==> config.mk <==
export PLATFORM = sky130hd
export DESIGN_NAME = bit_serial_adder
export DESIGN_NICKNAME = d
export VERILOG_FILES = /design/src/rtl/bit_serial_adder.sv
export SDC_FILE = /design/constraint.sdc
export NUM_CORES = 1
export LEC_CHECK = 0
export ABC_AREA = 1
export CAP_MARGIN = 30
export CORE_UTILIZATION = 40
export CTS_CLUSTER_SIZE = 12
export DETAILED_ROUTE_END_ITERATION = 16
export SETUP_SLACK_MARGIN = 0.5
export SLEW_MARGIN = 20
export SYNTH_ARGS = -nofsm -noshare
export SYNTH_HDL_FRONTEND = slang
export SYNTH_SLANG_ARGS = --single-unit
==> constraint.sdc <==
create_clock -name clk -period 2.3 [get_ports clk]
set_input_delay 0.345 -clock clk [delete_from_list [all_inputs] [get_ports clk]]
set_output_delay 0.345 -clock clk [all_outputs]
set_load 0.02 [all_outputs]
==> src/rtl/bit_serial_adder.sv <==
// Bit-serial W-bit adder: one full-adder cell (two half adders plus an OR)
// processes one bit per clock, LSB first, with a carry flip-flop between bits.
// Result and carry-out are registered and held until the next completion.
module bit_serial_adder #(
    parameter int unsigned W = 8
) (
    input  logic         clk,
    input  logic         rst,
    input  logic         start,
    input  logic [W-1:0] a,
    input  logic [W-1:0] b,
    output logic         busy,
    output logic         done,
    output logic [W-1:0] sum,
    output logic         cout
);

    localparam int unsigned CW = (W > 1) ? $clog2(W) : 1;
    localparam logic [CW-1:0] LastBit = CW'(W - 1);

    typedef enum logic [1:0] {StIdle, StShift, StDone} state_t;

    state_t        state;
    logic [W-1:0]  a_sr;
    logic [W-1:0]  b_sr;
    logic          c;
    logic [CW-1:0] cnt;

    logic          p, g, s, h, c_next;
    logic [W-1:0]  a_sr_next;

    // Full-adder bit cell on the current LSBs; sum bits refill a_sr from the top,
    // so after W shifts a_sr holds the complete sum and acts as the accumulator.
    always_comb begin
        p         = a_sr[0] ^ b_sr[0];
        g         = a_sr[0] & b_sr[0];
        s         = p ^ c;
        h         = p & c;
        c_next    = g | h;
        a_sr_next = (a_sr >> 1) | (W'(s) << (W - 1));
    end

    // Control FSM and datapath with registered busy/done/sum/cout.
    always_ff @(posedge clk or posedge rst) begin
        if (rst) begin
            state <= StIdle;
            a_sr  <= '0;
            b_sr  <= '0;
            c     <= 1'b0;
            cnt   <= '0;
            busy  <= 1'b0;
            done  <= 1'b0;
            sum   <= '0;
            cout  <= 1'b0;
        end else begin
            case (state)
                StIdle: begin
                    done <= 1'b0;
                    if (start) begin
                        a_sr  <= a;
                        b_sr  <= b;
                        c     <= 1'b0;
                        cnt   <= '0;
                        busy  <= 1'b1;
                        state <= StShift;
                    end
                end
                StShift: begin
                    a_sr <= a_sr_next;
                    b_sr <= b_sr >> 1;
                    c    <= c_next;
                    cnt  <= cnt + CW'(1);
                    if (cnt == LastBit) begin
                        sum   <= a_sr_next;
                        cout  <= c_next;
                        busy  <= 1'b0;
                        done  <= 1'b1;
                        state <= StDone;
                    end
                end
                StDone: begin
                    // Exactly one done cycle; start is ignored here.
                    done  <= 1'b0;
                    state <= StIdle;
                end
                default: begin
                    busy  <= 1'b0;
                    done  <= 1'b0;
                    state <= StIdle;
                end
            endcase
        end
    end

endmodule

After elaboration in Yosys (flattened, before gate mapping):

Index checks and enable logic that the tools add are counted.

* memories kept: 0
* flip-flop bits (word level): 33
* input port bits: 19
* latch bits: 0
* memory bits (read-only): 0
* RAM bits: 0
* word-level logic and storage cells: 44

* bitwise gates (word level): 7
* $add $sub $neg: 1
* divide/modulo/power cells: 0
* equal/unequal tests: 5
* shift operators: 0
* $lt $le $gt $ge: 0
* multipliers: 0
* reduce and logical (&&, ||, !) cells: 6
* multiplexer cells: 16

Operator list (number)
* 8-bit one-hot mux with 2 select lines: 2
* 8-bit 2-to-1 mux: 2
* 7-bit by 8-bit bitwise OR with 8-bit output: 1
* 3-bit one-hot mux with 2 select lines: 1
* 2-bit AND reduction: 3
* 1-bit 2-to-1 mux: 5
* 2-bit 2-to-1 mux: 2
* 2-bit inequality test (second input constant): 2
* 2-bit one-hot mux with 2 select lines: 1
* 3-bit by 1-bit adder with 3-bit output (second input constant): 1
* 3-bit == test (second input constant): 1
* 3-bit 2-to-1 mux: 1
* 1-bit one-hot mux with 3 select lines: 1
* 3-bit AND reduction: 1
* 1-bit AND: 2
* 2-bit by 1-bit == test with 1-bit output (second input constant): 1
* 2-bit == test (second input constant): 1
* 2-bit zero test: 1
* 1-bit one-hot mux with 2 select lines: 1
* 2-bit nonzero test: 1
* 1-bit XOR: 2
* 1-bit NOT: 1
* 1-bit bitwise OR: 1

Depth between registers and ports, before layout:

Gate-level depths: netlist of run 1.

* depth after elaboration: 4
* gate-level depth with buffers: 6
* gate-level depth less buffers: 6

Worst setup path after synthesis of run 1:

No wires, ideal clock.

* path kind: register to register
* from: register cnt[0]
* to: register cout
* buffers on the path: 1
* arrival: 1177 ps
* cell stages (with the launch flop): 7
* library setup time: 74 ps
* path slack: 1049 ps
* required time: 2226 ps
* period minus slack after synthesis: 1251 ps
* path through: dfrtp_1 -> ha_1 -> ha_1 -> nand2_4 -> buf_6 -> nand2_1 -> o21ai_2

* word-level cells in the longest chain between the ends: 2

Ends and longest elaborated chain
* start, declared: line 27 `logic [CW-1:0] cnt;`
* start signal, assigned: line 72 `cnt <= cnt + CW'(1);`
* 3-bit == test: line 73 `if (cnt == LastBit) begin`
* 2-bit AND reduction (no line)
* end signal, assigned: line 75 `cout <= c_next;`
* end, declared: line 15 `output logic cout`

Every way passes these cells.
A chain may end at the register's enable or synchronous reset.

Worst setup path in the final report of run 1:

* from: register sum[2]
* to: output port sum[2]

RTL lines
* start, declared: line 14 `output logic [W-1:0] sum,`
* start signal, assigned: line 74 `sum <= a_sr_next;`

No word-level cell between the ends.

==> impl_metrics.tcl, run 1 <==
set metrics [dict create \
    setup_viol 0 \
    chipHeight_microns 65.7 \
    intPower_w 0.00166 \
    cts_resized 0 \
    r2r_setup_slack_ns 0.74 \
    synth_nets 214 \
    wirelength_microns 3340 \
    worstSetupPathType "reg2out" \
    ios 30 \
    ys_types 19 \
    cpLargestDelayFamily "buffers and inverters" \
    netlist_area_sq_mm 0.00162 \
    power-per-cell-area_mw_per_mm2 1360 \
    drive_above_1_share_pct 12.0 \
    postCtsHoldBufs 0 \
    dp.cells 265 \
    viasPerCell 4.88 \
    ff_latch_area_sq_um 826 \
    crit_path_end_kind "primary output" \
    cts_buffer_depth 2 \
    combinationalPowerShare_pct 46.1 \
    netlist_instances 192 \
    timing.max_slew.rel_slack_pct 71.8 \
    antenna_found_initial 0 \
    route.detailed.drc 0 \
    cts_made_buffers 5 \
    multi_input_area_sq_um 621 \
    cts_tree "done" \
    grt_max_degree 34 \
    detail_route.first_pass.iterations 4 \
    slew_viol_final 0 \
    rsz0062_at_grt "false" \
    switching_power_w 0.00112 \
    drv_cap 0 \
    wl_met2_microns 1690 \
    clock_tree.htree_level_count 2 \
    rr_worst_depth 6 \
    clk_latency_ns 0.28 \
    period_needed_ns 1.59 \
    peakVddDrop_mv 0.576 \
    r2r_end "b_sr[1]" \
    pwr-share-seq_pct 36.7 \
    dpl.hpwl_microns 2270 \
    pwr-share-clk_pct 17.2 \
    clk_pin_slew_worst_paths_ns 0.07 \
    dr_wl_met3_microns 163 \
    clock_sinks 33 \
    fill_cells 360 \
    crit_fanout 2 \
    r2r_start "state[1]" \
    fp-row-count 22 \
    num_vias 1332 \
    max_slew.worst_pin.slew_ns 0.422 \
    overflow 0 \
    finalNonFillerCells 273 \
    area_growth_pct 26.2 \
    crit_end "sum[2]" \
    seq_area_frac_synth_pct 50.9 \
    grt.total_usage_pct 17.6 \
    path_buf_inv 1 \
    drt_iter0_markers 88 \
    wl_met1_microns 1430 \
    synth_top_area_cell "dfrtp_1" \
    ys_warn_count 0 \
    die_x_microns 65.7 \
    syn_area_per_cell_sq_um 8.45 \
    timing.fmax_mhz 629 \
    netlist.area_leader.share_pct 50.9 \
    outcome "complete, no violations" \
    ys_top_cells_by_area "dfrtp_1 51%, nand3_1 14%, nand2_1 9.9%" \
    layout_common_cells "47 x nand3_1, 43 x nand2_1, 33 x dfrtp_1" \
    place.gp.congestion 0.755 \
    grt_pass1_vias 1288 \
    worstHoldPathType "in2async" \
    grt_pass1_wl_microns 5670 \
    worstSetupStartpointType "register" \
    critPathSlowestCell "clkdlybuf4s50_1" \
    initial_utilization_pct 43.0 \
    cp.depth 1 \
    antenna_left 0 \
    cp_data_required_time_ns 1.96 \
    wl_per_cell_microns 12.2 \
    top_layer "met4" \
    p_sw_share_pct 40.4 \
    portBuffers 29 \
    arrival_ns 1.24 \
    fin_worst_skew_ns 0.00567 \
    post-cts-setup-buffer-count 0 \
    leakagePower_nw 1.07 \
    ys_ff_latch 33 \
    min_period_over_period_pct 69.1 \
    crit_path_max_incr_delay_ns 0.61 \
    core_sq_mm 0.00377 \
    final_common_cell "nand3_1" \
    root_buffer "clkbuf_8" \
    finalHoldViolCount 0 \
    nets 246 \
    die_area_sq_mm 0.00432 \
    tns_ns 0 \
    path_cells "clkdlybuf4s50_1" \
    setup.worst_path.start "sum[2]" \
    diodes 0 \
]
power by group through the flow:
stage	Combinational, W	Clock (W)	Sequential (W)
after floorplan	0.000832	0	0.00111
after global placement	0.00127	0	0.00102
after detailed placement	0.00130	0	0.00103
after CTS	0.00130	0.000497	0.00102
after global routing	0.00146	0.000514	0.00106
final	0.00128	0.000477	0.00102
worst min path at each step:
stage | start | to | slack [ns] | cells past startpoint
finish | rst | a_sr[6] | 0.44 | 3
floorplan | cnt[0] | cnt[0] | 0.45 | 1
CTS | rst | a_sr[6] | 0.46 | 3
global route | rst | sum[6] | 0.49 | 3
detailed placement | sum[1] | sum[1] | 0.47 | 2
global placement | sum[2] | sum[2] | 0.47 | 2
layer usage:
| layer | vias to the layer above | GRT usage (%) |
|---|---|---|
| met3 | 7 | 5.38 |
| li1 | 671 | - |
| met2 | 37 | 29.8 |
| met5 | - | 0 |
| met4 | 0 | 6.79 |
| met1 | 617 | 20.5 |
cell usage after synthesis, drive strengths merged:
library cell / count
fa: 1
clkbuf: 1
a21oi: 2
nor2: 6
ha: 2
o21ai: 11
nand4: 3
buf: 7
nand2: 47
dfrtp: 33
nand3: 47
inv: 32
final cells by class:
cell class | instances | area share (%)
well taps | 48 | 2.93
flip-flops and latches | 33 | 40.3
clock inverters | 1 | 0.244
repair buffers | 33 | 15.6
multi-input cells | 119 | 30.3
inverters | 32 | 5.86
clock buffers | 7 | 4.70
registers in the layout, summed over array words and instances (netlist names):
| register | cells |
|---|---|
| busy | 1 |
| done | 1 |
| sum | 8 |
| cout | 1 |
| b_sr | 8 |
| cnt | 3 |
| c | 1 |
| a_sr | 8 |
| state | 2 |
stage by stage:
| step | cell area (sq um) | worst slack [ns] | hold slack, ns | utilization (%) | power [W] |
|---|---|---|---|---|---|
| after floorplan | 1620 | 1.05 | 0.450 | - | 0.00194 |
| after global placement | 1950 | 0.613 | 0.466 | 51.6 | 0.00229 |
| after detailed placement | 1950 | 0.570 | 0.468 | 51.6 | 0.00233 |
| after CTS | 2050 | 0.694 | 0.463 | 54.3 | 0.00282 |
| after global routing | 2050 | 0.629 | 0.485 | 54.3 | 0.00303 |
| final | 2050 | 0.710 | 0.442 | 54.3 | 0.00278 |
logic make-up (layout without fill, tap and decap cells):
| group | after synthesis | after routing | share of synthesized area (%) |
|---|---|---|---|
| DFF | 33 | 33 | 50.9 |
| AOI/OAI and AO/OA | 13 | 13 | 5.86 |
| buffers and inverters | 40 | 73 | 10.9 |
| adders and majority gates | 3 | 3 | 2.78 |
| and+or+nand+nor | 103 | 103 | 29.6 |
Note: power is estimated with default switching activity, not from simulation.
==> run 2: changes to the inputs <==
clock period = 1.5 ns   (was 2.3 ns; I/O delays follow)
==> run 2 against run 1 <==
Net effect:
- first-iteration DRC count rose by 31%
- global-route usage is 5.9 points higher
- power up 110%
- core utilization up 18 points
- clock-buffer cell count down 1
- combinational power rose to 2.8 times the previous value
==> impl_metrics.tcl, run 2 (synthesized netlist as in run 1, its figures left out) <==
set metrics [dict create \
    route.detailed.drc 0 \
    crit_path_end_kind "register" \
    initial_utilization_pct 43.0 \
    rr_worst_depth 5 \
    post_dp_cell_area_sq_mm 0.00204 \
    cts_made_buffers 5 \
    reg.largest.list "a_sr (8), b_sr (8), sum (8)" \
    nets 280 \
    grt_pass1_wl_microns 7420 \
    peakVddDrop_mv 1.06 \
    worstHoldPathType "in2async" \
    final_common_cell "nand2_1" \
    min_period_over_period_pct 82.6 \
    root_buffer "clkbuf_8" \
    clk_pin_slew_worst_paths_ns 0.07 \
    clock_tree.htree_level_count 2 \
    fp-row-count 22 \
    chipHeight_microns 65.7 \
    cp_data_required_time_ns 1.73 \
    setup_viol 0 \
    worstSetupPathType "reg2reg" \
    grt.total_usage_pct 23.5 \
    core_sq_mm 0.00377 \
    grt_pass1_vias 1526 \
    fill_cells 267 \
    grt_max_degree 34 \
    cts_tree "done" \
    area_growth_pct 67.2 \
    cts_buffer_depth 2 \
    antenna_found_initial 0 \
    finalHoldViolCount 0 \
    arrival_ns 1.47 \
    ios 30 \
    fin_worst_skew_ns 0.00742 \
    antenna_left 0 \
    wirelength_microns 4510 \
    drive_above_1_share_pct 45.2 \
    drt_iter0_markers 115 \
    worstSetupStartpointType "register" \
    clk_latency_ns 0.29 \
    drv_cap 0 \
    power-per-cell-area_mw_per_mm2 2140 \
    portBuffers 29 \
    max_slew.worst_pin.slew_ns 0.510 \
    detail_route.first_pass.iterations 4 \
    timing.max_slew.rel_slack_pct 66.0 \
    outcome "complete, no violations" \
    die_area_sq_mm 0.00432 \
    multi_input_area_sq_um 940 \
    leakagePower_nw 1.36 \
    diodes 0 \
    ff_latch_area_sq_um 828 \
    dpl.hpwl_microns 2200 \
    wl_per_cell_microns 14.7 \
    timing.fmax_mhz 807 \
    viasPerCell 5.15 \
    period_needed_ns 1.24 \
    slew_viol_final 0 \
    crit_fanout 2 \
    rsz0062_at_grt "true" \
    tns_ns 0 \
    place.gp.congestion 0.801 \
    clock_sinks 33 \
    die_x_microns 65.7 \
    num_vias 1581 \
    fin_area_sq_mm 0.00271 \
    layout_common_cells "33 x nand2_1, 31 x dfrtp_1, 27 x inv_1" \
    overflow 0 \
]
-- run 2: cell count changes in the layout (fill, tap and decap cells not counted), sizes merged --
cell / change
dlygate4sd2: +1
clkdlybuf4s50: -12
nand2: +5
clkbuf: -1
clkinv: +1
buf: +40
-- run 2: power breakdown --
part	total, W	internal (W)	switching [W]	leakage (nW)
registers	0.00164	0.00132	0.000317	0.400
logic	0.00353	0.00175	0.00178	0.911
clock network	0.000653	0.000321	0.000332	0.0450
total	0.00582	0.00339	0.00243	1.36
-- run 2: path summary, 6_finish.rpt --
path,from,to,slack (ns)
worst max register to register,b_sr[0],a_sr[7],0.26
min in group clk,b_sr[3],b_sr[3],0.51
worst min register to register,b_sr[3],b_sr[3],0.51
max in group asynchronous,rst,state[0],1.02
worst min-delay path,rst,sum[7],0.28
worst max-delay path,b_sr[0],a_sr[7],0.26
-- run 2: metal layers --
metal / track usage [%] / wire length [microns] / vias to the layer above / share of wire (%)
met5: 0 / 0 / - / 0
met4: 10.9 / 111 / 0 / 2.5
met3: 5.38 / 197 / 11 / 4.4
li1: - / - / 749 / -
met1: 29.9 / 1940 / 774 / 43
met2: 37.6 / 2250 / 47 / 50
-- run 2: repair_timing --
item | in CTS | in global routing
pin swaps | 12 | 7
setup endpoints to repair | 44 | 44
setup buffers | 17 | 6
hold buffers | 0 | 0
cloned | 8 | 0
resized for setup | 121 | 13
-- run 2: worst max-delay path: stages (launching register included) --
cell and delay [ns]:
dfrtp_1 0.40, fa_2 0.58, inv_2 0.05, nand3_2 0.05
nand3_2 0.05, nand2_1 0.05
-- run 2: area by class of cell --
| class | count | share of cell area (%) |
|---|---|---|
| Multi-Input combinational cell | 124 | 34.6 |
| Sequential cell | 33 | 30.5 |
| Timing Repair Buffer | 62 | 24.7 |
| Inverter | 32 | 4.89 |
| Clock buffer | 6 | 2.67 |
| Tap cell | 48 | 2.21 |
| Clock inverter | 2 | 0.369 |
-- run 2: through the flow --
step | setup WS (ns) | hold slack (ns) | util [%] | total power, W | std cells
final | 0.260 | 0.284 | 72.0 | 0.00582 | 307
after global routing | 0.213 | 0.300 | 72.0 | 0.00619 | 307
after CTS | 0.266 | 0.294 | 69.8 | 0.00555 | 301
after detailed placement | 0.0944 | 0.468 | 54.0 | 0.00371 | 268
after global placement | 0.129 | 0.465 | 54.0 | 0.00365 | 268
after floorplan | 0.289 | 0.354 | - | 0.00307 | 192
==> run 3: changes to the inputs <==
PLACE_DENSITY = 0.66   (was default)
clock period = 1 ns   (was 1.5 ns; I/O delays follow)
==> run 3 against run 2 <==
Net effect:
- the flow now finishes with violations (negative setup slack)
- critical endpoint unchanged
- clock power is 51% higher
- routed wire length grew 11%
- via count rose by 1.8%
- final cell count rose by 0.98%
- sequential share of layout area is 0.82 points lower
- final area up 4.5%
- power increased by 54%
- non-clock buffer count rose by 3
- flip-flop and latch count unchanged
- largest cell class unchanged
- die area unchanged
- largest power group unchanged
- highest routed layer unchanged
==> impl_metrics.tcl, run 3 (synthesized netlist as in run 1, its figures left out) <==
set metrics [dict create \
    leakagePower_nw 1.35 \
    clk_pin_slew_worst_paths_ns 0.07 \
    grt_pass1_wl_microns 6940 \
    detail_route.first_pass.iterations 4 \
    arrival_ns 1.50 \
    cts_made_buffers 5 \
    power-per-cell-area_mw_per_mm2 3160 \
    worstHoldPathType "in2async" \
    core_sq_mm 0.00377 \
    slew_viol_final 0 \
    timing.max_slew.rel_slack_pct 71.5 \
    diodes 0 \
    finalHoldViolCount 0 \
    dpl.hpwl_microns 2370 \
    dp.cells 279 \
    drv_cap 0 \
    fin_worst_skew_ns 0.00616 \
    wirelength_microns 5000 \
    period_needed_ns 1.27 \
    final_common_cell "nand2_1" \
    portBuffers 29 \
    cts_tree "done" \
    root_buffer "clkbuf_8" \
    finalNonFillerCells 310 \
    clk_latency_ns 0.29 \
    post_dp_cell_area_sq_mm 0.00215 \
    setup_viol 34 \
    wl_per_cell_microns 16.1 \
    cts_buffer_depth 2 \
    grt_pass1_vias 1459 \
    timing.fmax_mhz 789 \
    route.detailed.drc 0 \
    layout_common_cells "29 x nand2_1, 26 x inv_1, 26 x nand3_1" \
    fin_area_sq_mm 0.00284 \
    worstSetupPathType "reg2reg" \
    reg.largest.list "a_sr (8), b_sr (8), sum (8)" \
    clock_sinks 33 \
    nets 283 \
    worstSetupStartpointType "register" \
    violations "negative setup slack" \
    chipHeight_microns 65.7 \
    outcome "finished with violations" \
    overflow 0 \
    postCtsHoldBufs 0 \
    grt_max_degree 34 \
    cp_data_required_time_ns 1.23 \
    place.gp.congestion 0.755 \
    crit_fanout 2 \
    area_growth_pct 74.7 \
    antenna_left 0 \
    initial_utilization_pct 43.0 \
    drive_above_1_share_pct 50.8 \
    grt.total_usage_pct 21.6 \
    crit_path_end_kind "register" \
    rsz0062_at_grt "true" \
    die_x_microns 65.7 \
    setup_slack_ns -0.268 \
    min_period_over_period_pct 127 \
    clock_tree.htree_level_count 2 \
    viasPerCell 5.19 \
    peakVddDrop_mv 1.58 \
    drt_iter0_markers 106 \
    antenna_found_initial 0 \
    max_slew.worst_pin.slew_ns 0.426 \
    die_area_sq_mm 0.00432 \
    num_vias 1610 \
    ios 30 \
    fp-row-count 22 \
]
## run 3: changes by cell type in the layout (fill, tap and decap cells not counted), sizes merged
cell           delta
clkdlybuf4s50     +1
clkinvlp          +1
buf               +2
clkbuf            +3
inv               -2
dlygate4sd2       -1
clkinv            -1
## run 3: layout make-up
type	instances	area (sq um)
Multi-Input combinational cell	124	962
Fill cell	262	936
Sequential cell	33	842
Timing Repair Buffer	65	762
Inverter	32	129
Clock buffer	8	80.1
Tap cell	48	60.1
## run 3: worst paths after layout
kind,start,end,slack (ns),cells past startpoint
min in group clk,b[7],b_sr[7],0.44,3
worst min register to register,sum[7],sum[7],0.50,2
max in group asynchronous,rst,b_sr[0],0.57,3
worst min-delay path,rst,sum[2],0.27,3
worst max-delay path,b_sr[0],a_sr[7],-0.27,5
worst max register to register,b_sr[0],a_sr[7],-0.27,5
## run 3: where the power goes
group	switching, W	internal [W]	total (W)
registers	0.000543	0.00202	0.00256
logic	0.00277	0.00264	0.00541
clock network	0.000493	0.000495	0.000987
total	0.00381	0.00515	0.00896
## run 3: through the flow
stage	utilization, %	hold WS, ns	power [W]	setup TNS (ns)	setup WS, ns
6_report	75.2	0.268	0.00896	-5.57	-0.268
5_1_grt	75.2	0.310	0.00946	-6.83	-0.303
3_5_place_dp	57.0	0.473	0.00589	-8.88	-0.303
3_3_place_gp	57.0	0.471	0.00579	-8.18	-0.284
2_1_floorplan	-	0.0842	0.00465	-2.72	-0.211
4_1_cts	67.7	0.262	0.00782	-4.59	-0.236
## run 3: per-layer routing
layer,part of all wire [%],up-vias,GRT usage [%],routed length [microns]
li1,-,760,-,-
met1,43,772,27.9,2140
met2,50,64,35.3,2510
met3,4.8,14,3.99,240
met4,2.3,0,8.97,113
met5,0,-,0,0
## run 3: repair_timing
action | in CTS | in global routing
gates cloned | 4 | 4
buffers inserted | 5 | 10
pin swaps | 25 | 8
endpoints found under the hold margin | 0 | 0
resized for setup | 114 | 27
setup endpoints to repair | 44 | 47
## run 3: critical path, stage by stage, from the launching register on
cell,delay [ns]
dfrtp_1,0.41
fa_2,0.58
inv_2,0.05
nand3_2,0.06
nand3_2,0.05
nand2_1,0.06
